[config.mk]
export PLATFORM = sky130hd
export DESIGN_NAME = xadac_vdotp
export DESIGN_NICKNAME = d
export VERILOG_FILES = /design/src/rtl/xadac_pkg.sv /design/src/rtl/xadac_vdotp_mac.sv /design/src/rtl/xadac_vdotp.sv
export SDC_FILE = /design/constraint.sdc
export NUM_CORES = 2
export LEC_CHECK = 0
export BUFFER_PORTS_ARGS = -buffer_cell sky130_fd_sc_hd__clkbuf_2
export CORE_AREA = 3 3 278 280
export CTS_CLUSTER_DIAMETER = 120
export DETAILED_ROUTE_END_ITERATION = 8
export DIE_AREA = 0 0 281 283
export PLACE_DENSITY = 0.8
export SYNTH_ARGS = -nofsm -noshare
export SYNTH_HDL_FRONTEND = slang
export SYNTH_SLANG_ARGS = --single-unit
[constraint.sdc]
create_clock -name clk -period 11.3 [get_ports clk]
set_input_delay 2.26 -clock clk [delete_from_list [all_inputs] [get_ports clk]]
set_output_delay 2.26 -clock clk [all_outputs]
set_load 0.005 [all_outputs]
[src/rtl/xadac_pkg.sv]
// Shared xadac interface types and the vdotp encoding constants.
package xadac_pkg;

   localparam int unsigned IdWidth      = 4;
   localparam int unsigned InstrWidth   = 32;
   localparam int unsigned RegAddrWidth = 5;
   localparam int unsigned RegDataWidth = 32;
   localparam int unsigned VecAddrWidth = 5;
   localparam int unsigned VecDataWidth = 128;
   localparam int unsigned VecElemWidth = 8;
   localparam int unsigned NoRs         = 2;
   localparam int unsigned NoVs         = 3;
   localparam int unsigned VecNoElem    = VecDataWidth / VecElemWidth;

   localparam logic [6:0] VDOTP_OPCODE = 7'b0001011;
   localparam logic [2:0] VDOTP_S      = 3'b000;
   localparam logic [2:0] VDOTP_U      = 3'b001;

   typedef struct packed {
      logic [IdWidth-1:0]    id;
      logic [InstrWidth-1:0] instr;
   } DecReqT;

   typedef struct packed {
      logic [IdWidth-1:0] id;
      logic               accept;
      logic               rd_clobber;
      logic               vd_clobber;
      logic [NoRs-1:0]    rs_read;
      logic [NoVs-1:0]    vs_read;
   } DecRspT;

   typedef struct packed {
      logic [IdWidth-1:0]                    id;
      logic [InstrWidth-1:0]                 instr;
      logic [NoRs-1:0][RegDataWidth-1:0]     rs_data;
      logic [NoVs-1:0][VecDataWidth-1:0]     vs_data;
   } ExeReqT;

   typedef struct packed {
      logic [IdWidth-1:0]      id;
      logic [RegAddrWidth-1:0] rd_addr;
      logic [RegDataWidth-1:0] rd_data;
      logic                    rd_write;
      logic [VecAddrWidth-1:0] vd_addr;
      logic [VecDataWidth-1:0] vd_data;
      logic                    vd_write;
   } ExeRspT;

   // True for the signed and unsigned vdotp encodings; operand fields are ignored.
   function automatic logic isVdotp(input logic [InstrWidth-1:0] instr);
      return (instr[6:0] == VDOTP_OPCODE) &&
             ((instr[14:12] == VDOTP_S) || (instr[14:12] == VDOTP_U));
   endfunction

endpackage

[src/rtl/xadac_vdotp_mac.sv]
// Combinational lane MAC: sum of masked, sign- or zero-extended 8x8 products.
module xadac_vdotp_mac
   import xadac_pkg::*;
#(
   parameter int unsigned Lanes = 4
) (
   input  logic [Lanes*VecElemWidth-1:0] vecA,
   input  logic [Lanes*VecElemWidth-1:0] vecB,
   input  logic [Lanes-1:0]              laneValid,
   input  logic                          signedOp,
   output logic [RegDataWidth-1:0]       partialSum
);

   function automatic logic [31:0] mulExt(input logic [7:0] a, input logic [7:0] b,
                                          input logic isSigned);
      logic signed [15:0] sProd;
      logic [15:0]        uProd;
      sProd = $signed({{8{a[7]}}, a}) * $signed({{8{b[7]}}, b});
      uProd = {8'b0, a} * {8'b0, b};
      return isSigned ? {{16{sProd[15]}}, sProd} : {16'b0, uProd};
   endfunction

   // Add every valid lane's extended product; masked lanes contribute nothing.
   always_comb begin
      partialSum = '0;
      for (int unsigned l = 0; l < Lanes; l++) begin
         if (laneValid[l]) begin
            partialSum = partialSum + mulExt(vecA[l*VecElemWidth +: VecElemWidth],
                                             vecB[l*VecElemWidth +: VecElemWidth],
                                             signedOp);
         end
      end
   end

endmodule

[src/rtl/xadac_vdotp.sv]
// xadac responder: registered decode path plus an iterative dot-product-accumulate unit.
module xadac_vdotp
   import xadac_pkg::*;
#(
   parameter int unsigned Lanes = 4
) (
   input  logic   clk,
   input  logic   rst,
   input  logic   dec_req_valid,
   output logic   dec_req_ready,
   input  DecReqT dec_req,
   output logic   dec_rsp_valid,
   input  logic   dec_rsp_ready,
   output DecRspT dec_rsp,
   input  logic   exe_req_valid,
   output logic   exe_req_ready,
   input  ExeReqT exe_req,
   output logic   exe_rsp_valid,
   input  logic   exe_rsp_ready,
   output ExeRspT exe_rsp
);

   typedef enum logic [1:0] {IDLE, CALC, RESP} stateT;

   stateT                   state, stateNext;
   logic                    decValidQ;
   DecRspT                  decRspQ, decRspNext;
   logic [IdWidth-1:0]      idQ;
   logic [RegAddrWidth-1:0] rdAddrQ;
   logic                    legalQ, signedQ;
   logic [RegDataWidth-1:0] accQ;
   logic [4:0]              lenQ, elemBase;
   logic [VecDataWidth-1:0] vs1Q, vs2Q;
   logic [Lanes-1:0]        laneValid;
   logic [RegDataWidth-1:0] partialSum;
   logic                    unusedVs2;

   assign unusedVs2 = ^exe_req.vs_data[2];

   // ---------------- decode path ----------------
   assign dec_req_ready = !decValidQ || dec_rsp_ready;
   assign dec_rsp_valid = decValidQ;
   assign dec_rsp       = decRspQ;

   // Build the decode answer for the request currently presented.
   always_comb begin
      decRspNext    = '0;
      decRspNext.id = dec_req.id;
      if (isVdotp(dec_req.instr)) begin
         decRspNext.accept     = 1'b1;
         decRspNext.rd_clobber = 1'b1;
         decRspNext.rs_read    = 2'b11;
         decRspNext.vs_read    = 3'b011;
      end
   end

   // Single output register; holds the response until it is taken.
   always_ff @(posedge clk) begin
      if (rst) begin
         decValidQ <= 1'b0;
         decRspQ   <= '0;
      end else if (dec_req_valid && dec_req_ready) begin
         decValidQ <= 1'b1;
         decRspQ   <= decRspNext;
      end else if (dec_rsp_ready) begin
         decValidQ <= 1'b0;
      end
   end

   // ---------------- execute path ----------------
   // Vectors shift down by one lane group per CALC cycle, so the MAC always sees the low lanes.
   always_comb begin
      laneValid = '0;
      for (int unsigned l = 0; l < Lanes; l++) begin
         laneValid[l] = (elemBase + 5'(l)) < lenQ;
      end
   end

   xadac_vdotp_mac #(.Lanes(Lanes)) mac (
      .vecA      (vs1Q[Lanes*VecElemWidth-1:0]),
      .vecB      (vs2Q[Lanes*VecElemWidth-1:0]),
      .laneValid (laneValid),
      .signedOp  (signedQ),
      .partialSum(partialSum)
   );

   // FSM state register.
   always_ff @(posedge clk) begin
      if (rst) state <= IDLE;
      else     state <= stateNext;
   end

   // Next state and handshake/response outputs.
   always_comb begin
      stateNext     = state;
      exe_req_ready = 1'b0;
      exe_rsp_valid = 1'b0;
      exe_rsp       = '0;
      case (state)
         IDLE: begin
            exe_req_ready = 1'b1;
            if (exe_req_valid) stateNext = CALC;
         end
         CALC: begin
            if (elemBase == 5'(VecNoElem - Lanes)) stateNext = RESP;
         end
         RESP: begin
            exe_rsp_valid    = 1'b1;
            exe_rsp.id       = idQ;
            exe_rsp.rd_addr  = rdAddrQ;
            exe_rsp.rd_data  = legalQ ? accQ : '0;
            exe_rsp.rd_write = legalQ;
            if (exe_rsp_ready) stateNext = IDLE;
         end
         default: stateNext = IDLE;
      endcase
   end

   // Operand capture on accept, then one lane group accumulated per CALC cycle.
   always_ff @(posedge clk) begin
      if (rst) begin
         idQ      <= '0;
         rdAddrQ  <= '0;
         legalQ   <= 1'b0;
         signedQ  <= 1'b0;
         accQ     <= '0;
         lenQ     <= '0;
         elemBase <= '0;
         vs1Q     <= '0;
         vs2Q     <= '0;
      end else begin
         case (state)
            IDLE: begin
               if (exe_req_valid) begin
                  idQ      <= exe_req.id;
                  rdAddrQ  <= exe_req.instr[11:7];
                  legalQ   <= isVdotp(exe_req.instr);
                  signedQ  <= (exe_req.instr[14:12] == VDOTP_S);
                  accQ     <= exe_req.rs_data[0];
                  lenQ     <= (exe_req.rs_data[1] > 32'(VecNoElem)) ? 5'(VecNoElem)
                                                                    : exe_req.rs_data[1][4:0];
                  elemBase <= '0;
                  vs1Q     <= exe_req.vs_data[0];
                  vs2Q     <= exe_req.vs_data[1];
               end
            end
            CALC: begin
               accQ     <= accQ + partialSum;
               vs1Q     <= vs1Q >> (Lanes * VecElemWidth);
               vs2Q     <= vs2Q >> (Lanes * VecElemWidth);
               elemBase <= elemBase + 5'(Lanes);
            end
            default: ;
         endcase
      end
   end

endmodule
### Word-level counts from Yosys, hierarchy flattened

Cells that the tools add are included.

| operators by class | value |
|---|---|
| add/sub/neg operators | 8 |
| $mul | 8 |
| divide/modulo/power cells | 0 |
| magnitude comparators | 5 |
| eq/ne operators | 10 |
| shift operators | 0 |
| mux-type cells | 29 |
| bitwise operators | 0 |
| reductions and logical operators | 15 |

Operators by type and width:

| operator | count |
|---|---|
| $pmux 128 s2 | 2 |
| $mux 32 | 10 |
| $mux 128 | 2 |
| $add 32x32->32 | 4 |
| $mul 8x8->16 | 8 |
| $pmux 32 s2 | 1 |
| $mux 42 | 1 |
| $gt 32x5->1 const B | 1 |
| $lt 5x5->1 | 4 |
| $mux 5 | 3 |
| $eq 7x4->1 const B | 2 |
| $add 5x2->5 const B | 2 |
| $pmux 5 s2 | 1 |
| $mux 2 | 4 |
| $eq 3x1->1 const B | 2 |
| $logic_not 3->1 | 2 |
| $ne 2x2->1 const B | 3 |
| $pmux 2 s3 | 1 |
| $add 5x1->5 const B | 1 |
| $add 5x3->5 const B | 1 |
| $eq 5x4->1 const B | 1 |
| $mux 1 | 4 |
| $reduce_and 2->1 | 2 |
| $reduce_bool 2->1 | 2 |
| other kinds (7) | 11 |

| word-level totals | value |
|---|---|
| flip-flop bits (word level) | 323 |
| latch bits | 0 |
| RAM bits | 0 |
| ROM bits | 0 |
| input port bits | 526 |
| output and inout port bits | 192 |
| memories | 0 |

### Longest topological paths before layout

| depth | value |
|---|---|
| word-level depth | 11 |
| gate-level depth with buffers | 61 |

### By module

A second synthesis with hierarchy kept.

| second synthesis, totals | value |
|---|---|
| cells, all modules | 4690 |
| area total of the unflattened synthesis | 37144.4 um2 |

By module, submodules not included:

| module | instances | cells each | area an instance (um2) | seq. area each (um2) |
|---|---|---|---|---|
| xadac_vdotp_mac | 1 | 2617 | 21295.4 | 0.0 |
| xadac_vdotp | 1 | 2073 | 15849.0 | 6306.0 |

### Worst setup path after synthesis

OpenSTA, ideal clock, no wires.

| timing path | value |
|---|---|
| path kind | register to register |
| start point | reg vs1Q[11] |
| end point | reg accQ[31] |
| data arrival time | 11.651 ns |
| data required time | 11.221 ns |
| setup slack | -0.430 ns |
| stages on the path, launching flop included | 60 |
| path through | dfxtp_1 clkbuf_1 nand2_1 fa_1 inv_1 fa_1 fa_1 inv_1 fa_1 inv_1 ha_1 a21o_1 a21oi_1 o21bai_1 a21oi_1 nor2b_1 o21a_1 or3_1 (+24 left out) a21oi_1 o21ai_0 a31oi_1 o21bai_1 a21oi_1 xnor2_1 mux2_2 ha_1 and4_1 nand4_1 or4_1 a2bb2oi_1 a311oi_1 a31o_2 a21oi_1 or3_1 o2111a_1 a211oi_2 |

| on the way | value |
|---|---|
| cells in the longest elaborated chain, start to end | 10 |

RTL lines:

| element | RTL line | text |
|---|---|---|
| start, declared | xadac_vdotp.sv:33 | `logic [VecDataWidth-1:0] vs1Q, vs2Q;` |
| start signal, assigned | xadac_vdotp.sv:143 | `vs1Q <= exe_req.vs_data[0];` |
| start signal, assigned | xadac_vdotp.sv:149 | `vs1Q <= vs1Q >> (Lanes * VecElemWidth);` |
| $mul 8x8->16 (on tied branches) | xadac_vdotp_mac.sv:19, xadac_vdotp_mac.sv:18 |  |
| $mux 32 (*) | xadac_vdotp_mac.sv:20 | `return isSigned ? {{16{sProd[15]}}, sProd} : {16'b0, uProd};` |
| $add 32x32->32 (*) | xadac_vdotp_mac.sv:28 | `partialSum = partialSum + mulExt(vecA[l*VecElemWidth +: VecElemWidth],` |
| $mux 32 (*) | xadac_vdotp_mac.sv:27 | `if (laneValid[l]) begin` |
| $add 32x32->32 | xadac_vdotp_mac.sv:28 |  |
| $mux 32 (*) | xadac_vdotp_mac.sv:27 |  |
| $add 32x32->32 | xadac_vdotp_mac.sv:28 |  |
| $mux 32 (*) | xadac_vdotp_mac.sv:27 |  |
| $add 32x32->32 (*) | xadac_vdotp.sv:148 | `accQ <= accQ + partialSum;` |
| $pmux 32 s2 (*) | xadac_vdotp.sv:132 | `case (state)` |
| end signal, assigned | xadac_vdotp.sv:139 | `accQ <= exe_req.rs_data[0];` |
| end signal, assigned | xadac_vdotp.sv:148 |  |
| end, declared | xadac_vdotp.sv:31 | `logic [RegDataWidth-1:0] accQ;` |

Mark *: on every way between the ends. The rest lies on a longest branch, timed or not.
A chain may end at the register's enable or synchronous reset.

### Worst setup path after layout

| timing path | value |
|---|---|
| start point | reg vs2Q[14] |
| end point | reg accQ[31] |

| on the way | value |
|---|---|
| cells in the longest elaborated chain, start to end | 10 |

RTL lines:

| element | RTL line | text |
|---|---|---|
| start, declared | xadac_vdotp.sv:33 |  |
| start signal, assigned | xadac_vdotp.sv:144 | `vs2Q <= exe_req.vs_data[1];` |
| start signal, assigned | xadac_vdotp.sv:150 | `vs2Q <= vs2Q >> (Lanes * VecElemWidth);` |
| $mul 8x8->16 (on tied branches) | xadac_vdotp_mac.sv:19, xadac_vdotp_mac.sv:18 |  |
| $mux 32 (*) | xadac_vdotp_mac.sv:20 |  |
| $add 32x32->32 (*) | xadac_vdotp_mac.sv:28 |  |
| $mux 32 (*) | xadac_vdotp_mac.sv:27 |  |
| $add 32x32->32 | xadac_vdotp_mac.sv:28 |  |
| $mux 32 (*) | xadac_vdotp_mac.sv:27 |  |
| $add 32x32->32 | xadac_vdotp_mac.sv:28 |  |
| $mux 32 (*) | xadac_vdotp_mac.sv:27 |  |
| $add 32x32->32 (*) | xadac_vdotp.sv:148 |  |
| $pmux 32 s2 (*) | xadac_vdotp.sv:132 |  |

Marked as above.

==> metrics.txt <==
R2R Path Start vs2Q[14]$_SDFFE_PP0P_; largest cells by area after synthesis fa_1, dfxtp_1, ha_1; Die X 281 um; YS warnings 0; Yosys top cell by area fa_1; Detail Placement HPWL 94400 um; Setup-failing EPs final 5; WL final 119000 um; NetSw 0.00217 W; Hold Fails Final Rpt 0; Final WS setup -504 ps; critical path endpoint category flip-flop; antenna violations before repair 30; Fillers 6233; Port Buffer Count 413; WP buf/inv 9; failing checks negative setup slack; CP top delay family compound AO/OA/AOI/OAI gates; htree depth 2; Int Pwr 0.00314 W; Mapped Avg Cell Area 7.96 um^2; DRT iter0 DRCs 2759; clock share of power 0.213; RSZ-0062 raised after global routing yes; most frequent CP cell inv_2; crit path max fanout 4; die footprint 79500 um^2; CP Launch Point vs2Q[14]$_SDFFE_PP0P_; area growth from synthesis to layout 20.8%; Peak Freq 84.7 MHz; CP required 11770 ps; synthesized instance count 4622; Synth Register Bits 315; GRT Overall Usage 0.287; Cell Area, Synth 36800 um^2; EDFF count, synth 0; Synth cell types 76; top cells by count, synth nand2_1, inv_1, nor2_1, ha_1, fa_1; DRT Pass-1 Iters 6; # IOs 718; clock tree buffer depth 3; Synth top area share 0.187; Design Area, Final 44400 um^2; Reg power frac 0.250; Worst Min Path Start idQ[2]$_SDFFE_PP0P_; Worst Max-Slew Pin Slew 1150 ps; sequential area share after synthesis 0.171; run status finished, violations left; post-route minimum period 11800 ps; clk root buf clkbuf_16; max-slew violation count 0; CTS tree done; combinational group share of total power 0.537; Congestion Overflow GR 0; clock-pin slew on the worst setup and hold paths 70 ps; CTS sink cnt 315; Main synth FF type dfxtp_1; Layout Cells excl Fill 6307; largest net degree at the start of global routing 259; Net Sw Frac 0.409; Post-DP Area 42100 um^2; Post-DRT Antenna Nets 0; Max-Cap Viols 0; Worst Hold Margin 451 ps; Slew HR 0.233; worst endpoint data arrival time 12280 ps; hold_buf cts 0; layout cells sized above 1 0.222; Worst setup SP type flip-flop; Max IR drop VDD 0.133 mV; Worst Hold Class flip-flop to flip-flop; WL per Instance 18.9 um; nets@finish 6522; most common cell in the netlist nand2_1; Leak 22.7 nW; Die H 283 um; first-pass GRT wire length 182000 um; Fin Clk Skew 18.7 ps; Pwr Density 120 nW/um^2; Period Utilization, post-route 1.04; Worst-Skew Late Latency 560 ps; TNS Setup -979 ps; CTS buffer count 36; via count 34500; Worst Setup Path Type flip-flop to flip-flop; Inst Count DP 6195; slowest cell on the critical path or4_4; vias per cell 5.46; routability cong. 0.940; Largest stage delay, worst path 560 ps; DR DRC count 0; vias in the first global route 34000; Row Count 100; effective utilization at floorplan 0.492; core area 74700 um^2; Layout Utilization 0.595; Synth async-reset ratio 0
stage by stage:
stage | power (W) | setup WS [ps]
after floorplan | 0.00311 | 22.1
after CTS | 0.00520 | -262
after detailed placement | 0.00400 | -1120
after global routing | 0.00568 | -1020
after global placement | 0.00390 | -838
final | 0.00532 | -504
final cells by class:
cell class / instances / area [um^2] / area share
antenna: 18 / 45.0 / 0.00101
clock buffer: 48 / 1020 / 0.0229
clock inverter: 10 / 97.6 / 0.00220
inverter: 622 / 2340 / 0.0526
multi-input combinational: 3434 / 27600 / 0.621
sequential: 315 / 6370 / 0.143
tap: 969 / 1210 / 0.0273
timing repair buffer: 891 / 5740 / 0.129
layout by cell type, fill, tap and decap left out, types with 147 or more instances in the layout:
cell	n
a21oi_1	147
a311oi_1	215
and2_1	158
buf_4	469
clkbuf_2	412
dfxtp_1	288
fa_1	338
ha_1	322
inv_1	607
nand2_1	696
nor2_1	404
kinds of logic (layout without fill, tap and decap cells):
kind of cell               after synthesis  count (layout)  synth area share
DFF                                    315             315             0.171
muxes                                   42              42            0.0125
buffers and inverters                 1008            1571             0.118
other                                    1             154          0.000102
AOI/OAI and AO/OA                      844             844             0.162
and+or+nand+nor                       1513            1513             0.181
adders and majority gates              696             696             0.307
xor gates and xnor gates               203             203            0.0483
state kept, by name (all words and copies together), names as in the netlist:
signal,flops
lenQ,5
vs2Q,128
rdAddrQ,5
dec_rsp_valid,1
vs1Q,128
signedQ,1
legalQ,1
elemBase,3
idQ,4
state,2
dec_rsp,5
accQ,32
layer usage:
metal	up-vias	track usage	share of wire
li1	16300	-	-
met5	-	0	0.00060
met3	303	0.0593	0.080
met2	1323	0.464	0.46
met1	16500	0.363	0.40
met4	10	0.146	0.057
path summary, 6_finish.rpt:
path                            slack (ps)  cells past startpoint                    end
worst min register to register         450                      2    idQ[2]$_SDFFE_PP0P_
worst max-delay path                  -500                     58  accQ[31]$_SDFFE_PP0P_
worst max register to register        -500                     58  accQ[31]$_SDFFE_PP0P_
worst min-delay path                   450                      2    idQ[2]$_SDFFE_PP0P_
power by group through the flow:
stage,combinational (W),clock [W],sequential (W)
2_1_floorplan,0.00183,0,0.00128
4_1_cts,0.00274,0.00114,0.00132
3_5_place_dp,0.00265,0,0.00134
5_1_grt,0.00315,0.00119,0.00134
6_report,0.00286,0.00113,0.00133
3_3_place_gp,0.00256,0,0.00134
worst register-to-register path: cells and delay by family, from the launching register on:
family | cells | cell delay (ps)
AO/OA/AOI/OAI | 25 | 4380
adder cells (fa/ha/maj) | 9 | 3400
AND/OR/NAND/NOR | 10 | 1890
buffers and inverters | 9 | 880
XOR/XNOR | 4 | 530
flip-flops | 1 | 360
multiplexers | 1 | 290
what timing repair did:
action / 4_1_cts / 5_1_grt
setup buffers: 24 / 14
endpoints found under the setup margin: 10 / 13
pin swaps: 81 / 43
gates resized for setup: 142 / 87
No activity file was read; power rests on OpenSTA's default activity.
